File: src/rtl/mult_sweep_scorer_if.sv
// mult_sweep_scorer_if: operand/result bus between the sweep scorer and the multiplier under test
interface mult_sweep_scorer_if #(parameter int W = 2);
  logic             start;
  logic [W-1:0]     op_a;
  logic [W-1:0]     op_b;
  logic             op_valid;
  logic [2*W-1:0]   product;
  logic             busy;
  logic             done;
  logic [2*W:0]     pass_cnt;
  logic [2*W:0]     fail_cnt;
  logic             all_pass;
  logic [W-1:0]     first_fail_a;
  logic [W-1:0]     first_fail_b;
  logic [2*W-1:0]   first_fail_p;
  logic             first_fail_vld;
  modport master (
    input  start, product,
    output op_a, op_b, op_valid, busy, done, pass_cnt, fail_cnt, all_pass,
           first_fail_a, first_fail_b, first_fail_p, first_fail_vld
  );
  modport slave (
    output start, product,
    input  op_a, op_b, op_valid, busy, done, pass_cnt, fail_cnt, all_pass,
           first_fail_a, first_fail_b, first_fail_p, first_fail_vld
  );
endinterface

File: src/rtl/mult_sweep_scorer.sv
// mult_sweep_scorer: exhaustive operand sweep of a W-bit multiplier with pass/fail scoring.
// Define SWEEP_ERRLOG_EN to latch the first mismatching vector into first_fail_*.
module mult_sweep_scorer #(
  parameter int W   = 2,
  parameter int LAT = 0
) (
  input  logic                clk,
  input  logic                rst_n,
  mult_sweep_scorer_if.master bus
);
  localparam int N = 2 * W;
  typedef enum logic [1:0] {IDLE, RUN, DRAIN, DONE} state_t;
  state_t         state;
  logic [N-1:0]   vec;
  logic [1:0]     dcnt;
  logic           cmp_vld;
  logic [N-1:0]   cmp_vec;
  logic [N-1:0]   exp_p;
  logic           hit;
  logic           accept;
  assign accept   = (state == IDLE) && bus.start;
  assign bus.op_a = vec[N-1:W];
  assign bus.op_b = vec[W-1:0];
  assign exp_p    = {{W{1'b0}}, cmp_vec[N-1:W]} * {{W{1'b0}}, cmp_vec[W-1:0]};
  assign hit      = exp_p == bus.product;
  // The compared vector trails the presented one by LAT cycles so it lines up with product.
  if (LAT == 0) begin : g_nolat
    assign cmp_vld = bus.op_valid;
    assign cmp_vec = vec;
  end else begin : g_lat
    logic [LAT-1:0] dv;
    logic [N-1:0]   dvec [LAT];
    // Valid/vector delay line matching the multiplier pipeline depth
    always_ff @(posedge clk or negedge rst_n) begin
      if (!rst_n) begin
        dv <= '0;
        for (int i = 0; i < LAT; i++) dvec[i] <= '0;
      end else begin
        dv      <= LAT'({dv, bus.op_valid});
        dvec[0] <= vec;
        for (int i = 1; i < LAT; i++) dvec[i] <= dvec[i-1];
      end
    end
    assign cmp_vld = dv[LAT-1];
    assign cmp_vec = dvec[LAT-1];
  end
  // Sweep sequencing, registered status outputs and result counters
  always_ff @(posedge clk or negedge rst_n) begin
    if (!rst_n) begin
      state        <= IDLE;
      vec          <= '0;
      dcnt         <= '0;
      bus.op_valid <= 1'b0;
      bus.busy     <= 1'b0;
      bus.done     <= 1'b0;
      bus.all_pass <= 1'b0;
      bus.pass_cnt <= '0;
      bus.fail_cnt <= '0;
    end else begin
      bus.done <= state == DONE;
      case (state)
        IDLE: if (bus.start) begin
          state        <= RUN;
          vec          <= '0;
          bus.op_valid <= 1'b1;
          bus.busy     <= 1'b1;
          bus.all_pass <= 1'b0;
        end
        RUN: if (vec == '1) begin
          state        <= (LAT == 0) ? DONE : DRAIN;
          bus.op_valid <= 1'b0;
          bus.busy     <= LAT != 0;
          dcnt         <= '0;
        end else begin
          vec <= vec + 1'b1;
        end
        DRAIN: begin
          dcnt <= dcnt + 1'b1;
          if (dcnt == 2'(LAT - 1)) begin
            state    <= DONE;
            bus.busy <= 1'b0;
          end
        end
        default: begin
          state        <= IDLE;
          bus.all_pass <= bus.fail_cnt == '0;
        end
      endcase
      if (accept) begin
        bus.pass_cnt <= '0;
        bus.fail_cnt <= '0;
      end else if (cmp_vld) begin
        if (hit) bus.pass_cnt <= bus.pass_cnt + 1'b1;
        else     bus.fail_cnt <= bus.fail_cnt + 1'b1;
      end
    end
  end
`ifdef SWEEP_ERRLOG_EN
  // Capture only the first mismatch of a sweep; cleared when a new sweep is accepted
  always_ff @(posedge clk or negedge rst_n) begin
    if (!rst_n || accept) begin
      if (!rst_n || accept) begin
        bus.first_fail_a   <= '0;
        bus.first_fail_b   <= '0;
        bus.first_fail_p   <= '0;
        bus.first_fail_vld <= 1'b0;
      end
    end else if (cmp_vld && !hit && !bus.first_fail_vld) begin
      bus.first_fail_a   <= cmp_vec[N-1:W];
      bus.first_fail_b   <= cmp_vec[W-1:0];
      bus.first_fail_p   <= bus.product;
      bus.first_fail_vld <= 1'b1;
    end
  end
`else
  assign bus.first_fail_a   = '0;
  assign bus.first_fail_b   = '0;
  assign bus.first_fail_p   = '0;
  assign bus.first_fail_vld = 1'b0;
`endif
endmodule

File: src/flat_wrapper.sv
// flat-port wrapper written by rule: the top's interface ports become plain ports
module mult_sweep_scorer_flat 
#(
  parameter int W   = 2,
  parameter int LAT = 0
)
  (clk, rst_n, bus_start, bus_product, bus_op_a, bus_op_b, bus_op_valid, bus_busy, bus_done, bus_pass_cnt, bus_fail_cnt, bus_all_pass, bus_first_fail_a, bus_first_fail_b, bus_first_fail_p, bus_first_fail_vld);
  mult_sweep_scorer_if #(.W(W)) bus_i ();
  input  logic clk;
  input  logic rst_n;
  input wire logic [$bits(bus_i.start)-1:0] bus_start;
  input wire logic [$bits(bus_i.product)-1:0] bus_product;
  output wire logic [$bits(bus_i.op_a)-1:0] bus_op_a;
  output wire logic [$bits(bus_i.op_b)-1:0] bus_op_b;
  output wire logic [$bits(bus_i.op_valid)-1:0] bus_op_valid;
  output wire logic [$bits(bus_i.busy)-1:0] bus_busy;
  output wire logic [$bits(bus_i.done)-1:0] bus_done;
  output wire logic [$bits(bus_i.pass_cnt)-1:0] bus_pass_cnt;
  output wire logic [$bits(bus_i.fail_cnt)-1:0] bus_fail_cnt;
  output wire logic [$bits(bus_i.all_pass)-1:0] bus_all_pass;
  output wire logic [$bits(bus_i.first_fail_a)-1:0] bus_first_fail_a;
  output wire logic [$bits(bus_i.first_fail_b)-1:0] bus_first_fail_b;
  output wire logic [$bits(bus_i.first_fail_p)-1:0] bus_first_fail_p;
  output wire logic [$bits(bus_i.first_fail_vld)-1:0] bus_first_fail_vld;
  assign bus_i.start = bus_start;
  assign bus_i.product = bus_product;
  assign bus_op_a = bus_i.op_a;
  assign bus_op_b = bus_i.op_b;
  assign bus_op_valid = bus_i.op_valid;
  assign bus_busy = bus_i.busy;
  assign bus_done = bus_i.done;
  assign bus_pass_cnt = bus_i.pass_cnt;
  assign bus_fail_cnt = bus_i.fail_cnt;
  assign bus_all_pass = bus_i.all_pass;
  assign bus_first_fail_a = bus_i.first_fail_a;
  assign bus_first_fail_b = bus_i.first_fail_b;
  assign bus_first_fail_p = bus_i.first_fail_p;
  assign bus_first_fail_vld = bus_i.first_fail_vld;
  mult_sweep_scorer #(.W(W), .LAT(LAT)) u_core (.clk(clk), .rst_n(rst_n), .bus(bus_i));
endmodule
File: config.mk
export PLATFORM = sky130hd
export DESIGN_NAME = mult_sweep_scorer_flat
export DESIGN_NICKNAME = d
export VERILOG_FILES = /design/src/rtl/mult_sweep_scorer_if.sv /design/src/rtl/mult_sweep_scorer.sv /design/src/flat_wrapper.sv
export SDC_FILE = /design/constraint.sdc
export NUM_CORES = 1
export LEC_CHECK = 0
export CELL_PAD_IN_SITES_DETAIL_PLACEMENT = 0
export CELL_PAD_IN_SITES_GLOBAL_PLACEMENT = 1
export CORE_UTILIZATION = 31
export DETAILED_ROUTE_END_ITERATION = 6
export PLACE_DENSITY_LB_ADDON = 0.1
export SKIP_CTS_REPAIR_TIMING = 1
export SLEW_MARGIN = 10
export SYNTH_ARGS = -nofsm -noshare
export SYNTH_HDL_FRONTEND = slang
export SYNTH_SLANG_ARGS = --single-unit
File: constraint.sdc
create_clock -name clk -period 5.8 [get_ports clk]
set_clock_uncertainty 0.1 [all_clocks]
set_input_delay 0.58 -clock clk [delete_from_list [all_inputs] [get_ports clk]]
set_output_delay 0.58 -clock clk [all_outputs]
set_load 0.005 [all_outputs]
# ---- After elaboration in Yosys (flattened, before gate mapping)
# Cells that the tools add are included.
dict set report totals {
  ram_bits 0
  elab_cells 65
  reg_bits 22
  out_inout_bits 27
  rom_bits 0
  mem_count 0
  latch_bits 0
}
dict set report op_classes {
  shifts 0
  reduce_logical 17
  bitwise 1
  n_lt_le_gt_ge 0
  n_addsub 4
  muxes 22
  eq_ne 11
  div 0
  n_mul 1
}
# op n
set ops {}
lappend ops {{$mux 5} 6}
lappend ops {{$add 5x1->5 const B} 2}
lappend ops {{$reduce_and 3->1} 3}
lappend ops {{$mux 2} 4}
lappend ops {{$mux 4} 2}
lappend ops {{$pmux 4 s2} 1}
lappend ops {{$reduce_and 2->1} 4}
lappend ops {{$reduce_bool 2->1} 4}
lappend ops {{$eq 2x2->1 const B} 3}
lappend ops {{$ne 2x2->1 const B} 3}
lappend ops {{$pmux 2 s3} 1}
lappend ops {{$logic_not 5->1} 1}
lappend ops {{$add 4x1->4 const B} 1}
lappend ops {{$eq 4x4->1} 1}
lappend ops {{$eq 4x4->1 const B} 1}
lappend ops {{$mul 2x2->4} 1}
lappend ops {{$mux 1} 4}
lappend ops {{$ne 2x1->1 const B} 2}
lappend ops {{$pmux 1 s2} 2}
lappend ops {{$pmux 2 s2} 1}
lappend ops {{$reduce_and 4->1} 1}
lappend ops {{$pmux 1 s3} 1}
lappend ops {{$reduce_bool 3->1} 1}
lappend ops {{$add 2x1->2 const B} 1}
lappend ops {{5 further kinds} 5}

# ---- Longest topological paths before layout
dict set report depth {
  depth_word 5
  ltp_mapped 9
  depth_no_buf 7
}

# ---- Least setup slack after synthesis
# Ideal clock, no wire load.
dict set report synth_path {
  path_type {reg-to-reg}
  start {reg u_core.vec[2] (netlist: u_core.cmp_vec[2])}
  end {reg u_core.bus.pass_cnt[4]}
  setup_ns 0.078
  path_stages_with_launch 9
  n_path_buf 1
  slack_ns 3.569
  required_time_ns 5.622
  arrival_time_ns 2.053
  cell_sequence {dfrtp_1 > buf_2 > and2_1 > ha_1 > ha_1 > xnor2_2 > o2111ai_1 > or4_1 > a21oi_1}
}
dict set report synth_between {
  elab_chain_len 4
}
# element line_no
set synth_rtl {}
lappend synth_rtl {{from (decl)} mult_sweep_scorer.sv:14} ;# logic [N-1:0] vec;
lappend synth_rtl {{from (signal assigned)} mult_sweep_scorer.sv:75} ;# vec <= vec + 1'b1;
lappend synth_rtl {{$mul 2x2->4} mult_sweep_scorer.sv:24} ;# assign exp_p = {{W{1'b0}}, cmp_vec[N-1:W]} * {{W{1'b0}}, cmp_vec[W-1:0]};
lappend synth_rtl {{$eq 4x4->1} mult_sweep_scorer.sv:25} ;# assign hit = exp_p == bus.product;
lappend synth_rtl {{$reduce_bool 2->1 (no source line)} --}
lappend synth_rtl {{$reduce_and 2->1 (no source line)} --}
lappend synth_rtl {{to (signal assigned)} mult_sweep_scorer.sv:93} ;# if (hit) bus.pass_cnt <= bus.pass_cnt + 1'b1;
lappend synth_rtl {{to (decl)} mult_sweep_scorer_if.sv:19} ;# output op_a, op_b, op_valid, busy, done, pass_cnt, fail_cnt, all_pass,
# Every way passes these cells.
# A chain may end at the register's enable or synchronous reset.

# ---- Worst setup path in the final report
# Same ends and word-level chain as after synthesis.

==> summary.md <==
| Metric | Value |
|---|---|
| Fin crit share | 46.0% |
| Least-Margin Pin Slew | 1.02 ns |
| RSZ-0062 raised after global routing | false |
| Sink Count | 22 |
| Simple-Gate Fraction of Synth Area | 17.9% |
| N_diodes | 0 |
| Max Fclk | 375 MHz |
| Yosys reg bits | 22 |
| Yosys top cell by area | dfrtp_1 |
| Wire per inst | 13.6 um |
| Reg2reg start | u_core.cmp_vec[2] |
| Power Internal | 508 uW |
| Fillers | 432 |
| Clock network power share | 17.9% |
| Grt total ovfl | 0 |
| Crit path from | u_core.cmp_vec[2] |
| Pwr Density | 467 nW/um^2 |
| Worst-path fanout max | 11 |
| Avg Cell Area, Syn | 9.40 um^2 |
| Core area | 4380 um^2 |
| Multiplexer share of the synthesized area | 2.12% |
| Number of port buffers | 24 |
| Clock latency on the worst-skew pair | 0.26 ns |
| Cell variety after synth | 35 |
| H-tree levels | 1 |
| Overall Global Routing Usage | 13.6% |
| Clock-pin slew on the worst setup and hold paths | 0.09 ns |
| Count leader, synth | dfrtp_1 |
| EDFF count, synth | 0 |
| WL met3 | 113 um |
| Ys flop type | dfrtp_1 |
| Drt total wl | 3060 um |
| CTS buffer count | 3 |
| Synth top area cells | dfrtp_1, ha_1, o21ai_0 |
| Startpoint types | register |
| Initial drt markers | 47 |
| Worst r2r dst | u_core.bus.pass_cnt[4] |
| Post-Route Utilization | 39.6% |
| Top Metal Used | met4 |
| Worst-case vdd ir drop | 0.150 mV |
| Critical Path End Type | register |
| Share of the synthesized area in the top cell type | 38.8% |
| Worst hold start | u_core.bus.all_pass |
| Post-synth top cells | dfrtp_1, o21ai_0, a21oi_1 |
| Post-synthesis cell area | 1420 um^2 |
| Critical path class | reg -> reg |
| Setup TNS | 0 ns |
| DP Wirelength | 2200 um |
| GP Congestion | 0.746 |
| Area grow syn2layout | 22.4% |
| Io pins | 34 |
| Largest family of logic cells by synthesized area | simple AND/OR/NAND/NOR gates |
| Drt first pass iters | 4 |
| Worst hold path type | reg -> reg |
| Reg area | 551 um^2 |
| Multi-input gate area | 776 um^2 |
| Max_cap viols | 0 |
| Starting Density | 32.4% |
| Post-synthesis xor/xnor area fraction | 4.06% |
| Detail Route Antenna Nets | 0 |
| Final hold slack | 0.422 ns |
| Critical Path RT | 5.89 ns |
| R2r worst-path depth | 7 |
| Post-synth ARST share | 100% |
| Yosys Warn Count | 0 |
| Fin area | 1740 um^2 |
| Pins Over Slew Limit | 0 |
| Drt drc | 0 |
| Post-synthesis sequential area ratio | 38.8% |
| Outcome | finished clean |
| Final setup fails | 0 |
| Met2 WL | 1330 um |
| Fin. Hold Viols | 0 |
| Synthesized-area fraction occupied by adder cells | 10.6% |
| Comb power frac | 47.6% |
| Relative slew slack | 31.6% |
| Setup crit end | u_core.bus.pass_cnt[4] |
| Share of layout cells above drive strength 1 | 5.78% |
| Placed cell area | 1670 um^2 |
| Vias in the first global route | 1065 |
| NetSw | 303 uW |
| R2r setup slk | 3.13 ns |
| Die Y | 69.7 um |
| CP Data Arrival Time | 2.75 ns |
| Mapped Cells | 151 |
| Root buf cell | clkbuf_8 |
| Layout net count | 193 |
| DRT met1 WL | 1590 um |
| Initial antenna violation count | 0 |
| Die ar. | 4850 um^2 |
| Vias | 1136 |
| Die width | 69.7 um |
| First-pass GRT wire length | 5330 um |
| Via density | 5.05 |
| Synth Area in Compound Gates | 17.6% |
| Sw Share | 37.4% |
| Max clock buf depth | 2 |
| TritonCTS clock tree | done |
| Largest net degree at the start of global routing | 23 |
| Min Tclk post-route | 2.67 ns |
| Seq pwr share | 34.6% |
| Cell Rows | 24 |
| Leakage power | 0.763 nW |
-- metrics by stage --
stage,power (mW),std cells,setup slack [ns]
2_1_floorplan,0.525,159,3.57
3_3_place_gp,0.666,221,3.26
3_5_place_dp,0.675,221,3.15
4_1_cts,0.825,225,3.14
5_1_grt,0.885,225,2.93
6_report,0.812,225,3.13
-- power groups by stage --
| stage | combinational, mW | clock (mW) | sequential (mW) |
|---|---|---|---|
| 4_1_cts | 0.393 | 0.150 | 0.282 |
| 2_1_floorplan | 0.255 | 0 | 0.271 |
| 6_report | 0.386 | 0.145 | 0.281 |
| 5_1_grt | 0.434 | 0.157 | 0.294 |
| 3_3_place_gp | 0.387 | 0 | 0.280 |
| 3_5_place_dp | 0.390 | 0 | 0.285 |
-- worst min-delay path by stage --
stage                     endpoint  depth (start not counted)  slack, ns
2_1_floorplan  u_core.bus.all_pass                          0       0.18
3_3_place_gp   u_core.bus.all_pass                          2       0.41
3_5_place_dp   u_core.bus.all_pass                          2       0.41
4_1_cts        u_core.bus.all_pass                          2       0.43
5_1_grt            u_core.bus.busy                          2       0.45
6_report       u_core.bus.all_pass                          2       0.42
-- final cells by class --
type	instances	area share (%)
clock inverter	1	1.73
inverter	9	1.95
tap	52	3.75
multi-input combinational	114	44.7
sequential	22	31.7
timing repair buffer	24	13.8
clock buffer	3	2.38
-- worst max-delay path, cell delays in order (launching register included) --
cell and delay [ns]:
dfrtp_1 0.47, and2_1 0.18, ha_1 0.20, ha_1 0.31, xnor2_2 0.19, o2111ai_1 0.37
or4_1 0.61, a21oi_1 0.17
-- layer usage --
| metal | GRT usage, % | vias to the layer above |
|---|---|---|
| met3 | 3.05 | 4 |
| met4 | 3.33 | 0 |
| met1 | 19.5 | 542 |
| met2 | 20.8 | 21 |
| li1 | - | 569 |
| met5 | 0 | - |
-- flip-flops by register name, indices dropped and copies added, names as in the netlist --
| register | cells |
|---|---|
| u_core.state | 2 |
| u_core.cmp_vec | 4 |
| u_core.dcnt | 2 |
| u_core.bus.fail_cnt | 5 |
| u_core.bus.pass_cnt | 5 |
| u_core.bus.op_valid | 1 |
| u_core.bus.all_pass | 1 |
| u_core.bus.done | 1 |
| u_core.bus.busy | 1 |
-- cells in the final DEF (no fill, tap or decap) --
cell type        synthesis  routed
and3_1                   1       1
ha_1                    12      12
nand3_2                  1       1
a221oi_2                 1       1
nand3b_1                 3       3
o21ai_0                 17      17
and4_1                   1       1
xor2_1                   1       1
a31oi_1                  2       2
a221o_1                  1       1
or4_1                    1       1
o2111a_1                 1       1
nand2_1                  7       7
nor2_1                   4       4
o2111ai_1                1       1
nand4_1                  3       3
inv_1                    9       9
dfrtp_1                 22      22
mux2i_1                  3       3
o221ai_1                 1       1
a21oi_1                 16      16
o31ai_1                  1       1
xnor2_2                  3       3
a221o_2                  1       1
conb_1                   1       9
nand2b_1                 4       4
nor2b_1                  1       1
nand3_1                  6       6
clkbuf_8                 0       3
nand4b_1                 1       1
nor4_1                   1       1
bufinv_16                0       1
and2_1                   4       4
or3_1                    6       6
clkdlybuf4s50_1          0      24
-- kinds of logic (layout without fill, tap and decap cells) --
group                    after synthesis  after routing
AO/OA/AOI/OAI                         42             42
XOR/XNOR                               4              4
adder cells (fa/ha/maj)               12             12
buffers and inverters                 23             37
flip-flops                            22             22
multiplexers                           3              3
other                                  1              9
AND/OR/NAND/NOR                       44             44
Note: power is estimated with default switching activity, not from simulation.
